**src/rtl/piso_pkg.sv**
```systemverilog
// Shared types for the parallel-in/serial-out serializer: FSM state encoding
// and the even-parity helper used when PISO_PARITY_EN is defined.
package piso_pkg;

    localparam int STATE_W = 2;

    typedef enum logic [STATE_W-1:0] {
        IDLE   = 2'd0,
        SHIFT  = 2'd1,
        PARITY = 2'd2
    } piso_state_e;

    // Even parity: the bit that makes the total count of ones even.
    function automatic logic even_parity(input logic [31:0] word);
        return ^word;
    endfunction

endpackage

```
**src/rtl/piso_bit_counter.sv**
```systemverilog
// Bit counter for one frame: cleared when a word is loaded, advanced on each
// emitted data bit, and flags the last data bit. Saturates at WIDTH.
module piso_bit_counter #(
    parameter int WIDTH = 8,
    parameter int CNT_W = $clog2(WIDTH + 1)
) (
    input  logic clk,
    input  logic reset,
    input  logic load_i,
    input  logic en_i,
    output logic tc_o
);

    logic [CNT_W-1:0] cnt_q;
    logic [CNT_W-1:0] cnt_d;

    // Next count: load clears, enable advances, otherwise hold.
    always_comb begin
        cnt_d = cnt_q;
        if (load_i) begin
            cnt_d = {CNT_W{1'b0}};
        end else if (en_i && (cnt_q != CNT_W'(WIDTH))) begin
            cnt_d = cnt_q + CNT_W'(1);
        end else begin
            cnt_d = cnt_q;
        end
    end

    // Count register.
    always_ff @(posedge clk or posedge reset) begin
        if (reset) begin
            cnt_q <= {CNT_W{1'b0}};
        end else begin
            cnt_q <= cnt_d;
        end
    end

    // The bit emitted while the count reads WIDTH-1 is the last data bit.
    assign tc_o = (cnt_q == CNT_W'(WIDTH - 1));

endmodule

```
**src/rtl/piso_serializer.sv**
```systemverilog
// Parallel-in/serial-out serializer feeding a downstream SIPO.
// Define PISO_PARITY_EN to append one even-parity bit after the data bits.
module piso_serializer
    import piso_pkg::*;
#(
    parameter int WIDTH     = 8,
    parameter int MSB_FIRST = 1
) (
    input  logic             clk,
    input  logic             reset,
    input  logic             in_valid,
    input  logic [WIDTH-1:0] in_data,
    output logic             in_ready,
    input  logic             bit_en,
    output logic             serial_out,
    output logic             shift_out,
    output logic             frame_done,
    output logic             busy
);

    piso_state_e      state_q;
    piso_state_e      state_d;
    logic [WIDTH-1:0] sreg_q;
    logic [WIDTH-1:0] sreg_d;
    logic             serial_q;
    logic             serial_d;
    logic             shift_q;
    logic             shift_d;
    logic             done_q;
    logic             done_d;
`ifdef PISO_PARITY_EN
    logic             parity_q;
    logic             parity_d;
`endif

    logic             accept_s;
    logic             emit_data_s;
    logic             last_bit_s;
    logic             next_bit_s;
    logic [WIDTH-1:0] shifted_s;

    assign accept_s    = (state_q == IDLE) && in_valid;
    assign emit_data_s = (state_q == SHIFT) && bit_en;
    assign next_bit_s  = (MSB_FIRST != 0) ? sreg_q[WIDTH-1] : sreg_q[0];
    assign shifted_s   = (MSB_FIRST != 0) ? {sreg_q[WIDTH-2:0], 1'b0}
                                          : {1'b0, sreg_q[WIDTH-1:1]};

    piso_bit_counter #(
        .WIDTH (WIDTH)
    ) u_bit_counter (
        .clk    (clk),
        .reset  (reset),
        .load_i (accept_s),
        .en_i   (emit_data_s),
        .tc_o   (last_bit_s)
    );

    // FSM state register.
    always_ff @(posedge clk or posedge reset) begin
        if (reset) begin
            state_q <= IDLE;
        end else begin
            state_q <= state_d;
        end
    end

    // FSM next-state logic.
    always_comb begin
        state_d = state_q;
        case (state_q)
            IDLE: begin
                if (in_valid) begin
                    state_d = SHIFT;
                end else begin
                    state_d = IDLE;
                end
            end
            SHIFT: begin
                if (bit_en && last_bit_s) begin
`ifdef PISO_PARITY_EN
                    state_d = PARITY;
`else
                    state_d = IDLE;
`endif
                end else begin
                    state_d = SHIFT;
                end
            end
`ifdef PISO_PARITY_EN
            PARITY: begin
                if (bit_en) begin
                    state_d = IDLE;
                end else begin
                    state_d = PARITY;
                end
            end
`endif
            default: begin
                state_d = IDLE;
            end
        endcase
    end

    // FSM outputs and datapath next values; strobes default low so each pulse is one cycle.
    always_comb begin
        in_ready = (state_q == IDLE);
        busy     = (state_q != IDLE);
        sreg_d   = sreg_q;
        serial_d = serial_q;
        shift_d  = 1'b0;
        done_d   = 1'b0;
`ifdef PISO_PARITY_EN
        parity_d = parity_q;
`endif
        case (state_q)
            IDLE: begin
                if (in_valid) begin
                    sreg_d = in_data;
`ifdef PISO_PARITY_EN
                    parity_d = even_parity(32'(in_data));
`endif
                end else begin
                    sreg_d = sreg_q;
                end
            end
            SHIFT: begin
                if (bit_en) begin
                    serial_d = next_bit_s;
                    sreg_d   = shifted_s;
                    shift_d  = 1'b1;
`ifdef PISO_PARITY_EN
                    done_d   = 1'b0;
`else
                    done_d   = last_bit_s;
`endif
                end else begin
                    serial_d = serial_q;
                end
            end
`ifdef PISO_PARITY_EN
            PARITY: begin
                if (bit_en) begin
                    serial_d = parity_q;
                    shift_d  = 1'b1;
                    done_d   = 1'b1;
                end else begin
                    serial_d = serial_q;
                end
            end
`endif
            default: begin
                sreg_d = sreg_q;
            end
        endcase
    end

    // Datapath and registered output strobes.
    always_ff @(posedge clk or posedge reset) begin
        if (reset) begin
            sreg_q   <= {WIDTH{1'b0}};
            serial_q <= 1'b0;
            shift_q  <= 1'b0;
            done_q   <= 1'b0;
`ifdef PISO_PARITY_EN
            parity_q <= 1'b0;
`endif
        end else begin
            sreg_q   <= sreg_d;
            serial_q <= serial_d;
            shift_q  <= shift_d;
            done_q   <= done_d;
`ifdef PISO_PARITY_EN
            parity_q <= parity_d;
`endif
        end
    end

    assign serial_out = serial_q;
    assign shift_out  = shift_q;
    assign frame_done = done_q;

endmodule

```
**config.mk**
```make
export PLATFORM = sky130hd
export DESIGN_NAME = piso_serializer
export DESIGN_NICKNAME = d
export VERILOG_FILES = /design/src/rtl/piso_pkg.sv /design/src/rtl/piso_bit_counter.sv /design/src/rtl/piso_serializer.sv
export SDC_FILE = /design/constraint.sdc
export NUM_CORES = 1
export LEC_CHECK = 0
export CAP_MARGIN = 15
export CORE_UTILIZATION = 25
export CTS_CLUSTER_DIAMETER = 80
export DETAILED_ROUTE_END_ITERATION = 10
export PLACE_DENSITY_LB_ADDON = 0.2
export SYNTH_ARGS = -nofsm -noshare
export SYNTH_HDL_FRONTEND = slang
export SYNTH_SLANG_ARGS = --single-unit
```
**constraint.sdc**
```tcl
create_clock -name clk -period 1.5 [get_ports clk]
set_clock_uncertainty 0.05 [all_clocks]
set_input_delay 0.3 -clock clk [delete_from_list [all_inputs] [get_ports clk]]
set_output_delay 0.3 -clock clk [all_outputs]
set_load 0.02 [all_outputs]
```
==> results.py <==
metrics = {
    "routing": {
        "routed_wirelength_mm": 1.56,
        "first_pass_iters": 2,
        "ant_nets": 0,
        "drc": 0,
        "drtIter0Drc": 11,
        "post_drt_wl_per_cell_um": 10.8,
        "viasPerCell": 4.19,
        "vias": 604,
    },
    "setup_path": {
        "path_delay_family": "flip-flops",
        "critical_path_class": "reg2out",
        "path_buf_inv": 2,
        "cp_max_fo": 3,
        "critPathMaxStageDelay_ns": 0.40,
        "crit_path_cell_trace": "inv_1 -> dlygate4sd2_1",
        "cp-start-kind": "flip-flop",
        "critPathArrivalTime_ns": 1.05,
        "required_ns": 1.15,
        "slowest_stage": "dfrtp_1",
        "end_kind": "primary output",
    },
    "pwr": {
        "powerDensity_nw_per_um2": 1530,
        "ir_worst_vdd_v": 0.000414,
        "p_total_mw": 1.71,
        "p_leak_nw": 0.511,
    },
    "synth": {
        "netlist.area_leader.share_pct": 48.9,
        "synth_xor_area_share_pct": 0,
        "yosys.area.top_type": "dfrtp_1",
        "syn_nets": 87,
        "synth_area_leaders": "dfrtp_1 49%, mux2i_1 6.1%, buf_6 4.1%, ha_1 3.1%, a211oi_1 2.7%",
        "ys_seq_area_share_pct": 48.9,
        "yosysUniqueCellTypes": 28,
        "ys_seq_elements": 16,
        "syn_area_um2": 820,
        "synth_top_family_by_area": "simple AND/OR/NAND/NOR gates",
        "synth_mux_area_share_pct": 9.31,
        "ys.flop_type": "dfrtp_1",
        "yosysMostFrequentCell": "dfrtp_1",
        "netlist_instances": 73,
        "synth_fa_ha_area_share_pct": 3.05,
        "synthArstFlopShare_pct": 100,
        "syn-mean-instance-area_um2": 11.2,
        "ys_warn_count": 0,
        "yosys.area_share.simple_pct": 17.3,
        "synth_common_cells": "16 x dfrtp_1, 6 x nor2_1, 5 x inv_1, 5 x mux2i_1, 5 x nand2_1",
        "synth_compound_gate_area_share_pct": 13.4,
        "synth_edf_count": 0,
    },
    "clock_network": {
        "cts_root_buffer": "clkbuf_4",
        "htree_levels": 1,
        "postCtsSetupBuffers": 0,
        "clockBufferDepth": 2,
        "cts_made_buffers": 3,
        "cts_tree": "yes",
        "clkSinkCount": 16,
        "clkTransAtPathRegs_ns": 0.10,
        "clkLatencyLatePin_ns": 0.28,
    },
    "grt": {
        "grt_overflow": 0,
        "grt_max_degree": 17,
        "grt_pass1_vias": 632,
        "track_usage_pct": 11.0,
        "antenna_found_initial": 0,
        "grt_pass1_wl_mm": 2.82,
    },
    "placement": {
        "postPlaceCellArea_um2": 1090,
        "gp_congestion": 0.687,
        "pre_cts_ws_ns": -0.185,
        "placed_cells": 140,
        "post-dp-hpwl_mm": 1.22,
        "io_buffers": 16,
    },
    "floorplan": {
        "fp-row-count": 20,
        "num_io_pins": 17,
        "die-area_um2": 3510,
        "die_x_um": 59.3,
        "die_height_um": 59.3,
        "start_util_pct": 26.6,
        "coreArea_um2": 3080,
    },
    "final_layout": {
        "fillers": 335,
        "nets": 115,
        "layout-drive-gt1-share_pct": 22.0,
        "antenna_cells": 0,
        "layout.cells.non_filler": 144,
        "syn_to_final_growth_pct": 36.5,
        "utilization_pct": 36.3,
        "multi_input_area_um2": 353,
        "seq_area_um2": 400,
        "post-route-cell-area_um2": 1120,
    },
    "sta": {
        "post-route-min-period_ns": 1.40,
        "finalMaxSlewViolations": 0,
        "setup_viol": 0,
        "setup_ws_ns": 0.0982,
        "hold_viol": 0,
        "worst_slew_pin_slew_ns": 0.284,
        "whs_ns": 0.259,
        "final.setup.tns_ns": 0,
        "relSlewSlack_pct": 81.0,
        "min_period_over_period_pct": 93.5,
        "rsz0062_at_grt": "false",
        "fmaxAchievable_ghz": 0.713,
    },
    "worst_hold_path": {
        "hold_class": "in2async",
    },
    "run": {
        "maxCapViolCount": 0,
    },
    "status": {
        "outcome": "finished clean",
    },
}
## report_power, final
group	switching [mW]	leakage (nW)	internal (mW)
Combinational	0.326	0.301	0.373
Clock	0.137	0.0210	0.148
Sequential	0.121	0.189	0.606
Total	0.584	0.511	1.13
## final timing paths
check                           startpoint                endpoint  slack [ns]  cells past startpoint
worst max-delay path            state_q[0]                in_ready         0.1                      2
worst min register to register  serial_out              serial_out        0.43                      1
min in group clk                serial_out              serial_out        0.43                      1
worst max register to register  state_q[0]               sreg_q[7]        0.14                      4
max in group asynchronous            reset  u_bit_counter.cnt_q[1]        0.96                      3
worst min-delay path                 reset  u_bit_counter.cnt_q[2]        0.26                      3
## layer usage
layer / GRT usage (%) / routed length (um) / up-vias
met1: 13.6 / 700 / 284
li1: - / - / 311
met5: 0 / 0 / -
met3: 2.62 / 45 / 2
met4: 5.10 / 14 / 0
met2: 18.0 / 797 / 7
## worst register-to-register path: stages (launching register included)
cell and delay (ns):
dfrtp_1 0.40, buf_4 0.19, nand2b_2 0.19, and3_1 0.17, a221o_1 0.25
## layout make-up
type / instances / area share (%)
Inverter: 6 / 2.24
Timing Repair Buffer: 27 / 22.3
Sequential cell: 16 / 35.8
Multi-Input combinational cell: 47 / 31.5
Tap cell: 44 / 4.92
Clock buffer: 4 / 3.24
## logic make-up after synthesis
| group | count (synthesis) |
|---|---|
| and+or+nand+nor | 24 |
| adders and majority gates | 2 |
| AOI/OAI and AO/OA | 14 |
| DFF | 16 |
| muxes | 7 |
| buffers and inverters | 10 |
## flip-flops by register name, indices dropped and copies added, names as in the netlist
| signal | flops |
|---|---|
| shift_out | 1 |
| serial_out | 1 |
| u_bit_counter.cnt_q | 4 |
| sreg_q | 8 |
| state_q | 1 |
| frame_done | 1 |
## cells in the final DEF (no fill, tap or decap), drive strengths merged, types with 4 or more instances in the layout
master         instances
dfrtp                 16
clkdlybuf4s50         11
buf                   11
nor2                   6
inv                    6
nand2                  6
mux2i                  5
dlygate4sd2            5
a21oi                  4
clkbuf                 4
## repair_timing
action,4_1_cts,5_1_grt
endpoints found under the setup margin,5,0
hold buffers,0,0
gates resized for setup,5,0
Power figures use the tool's default switching activity.
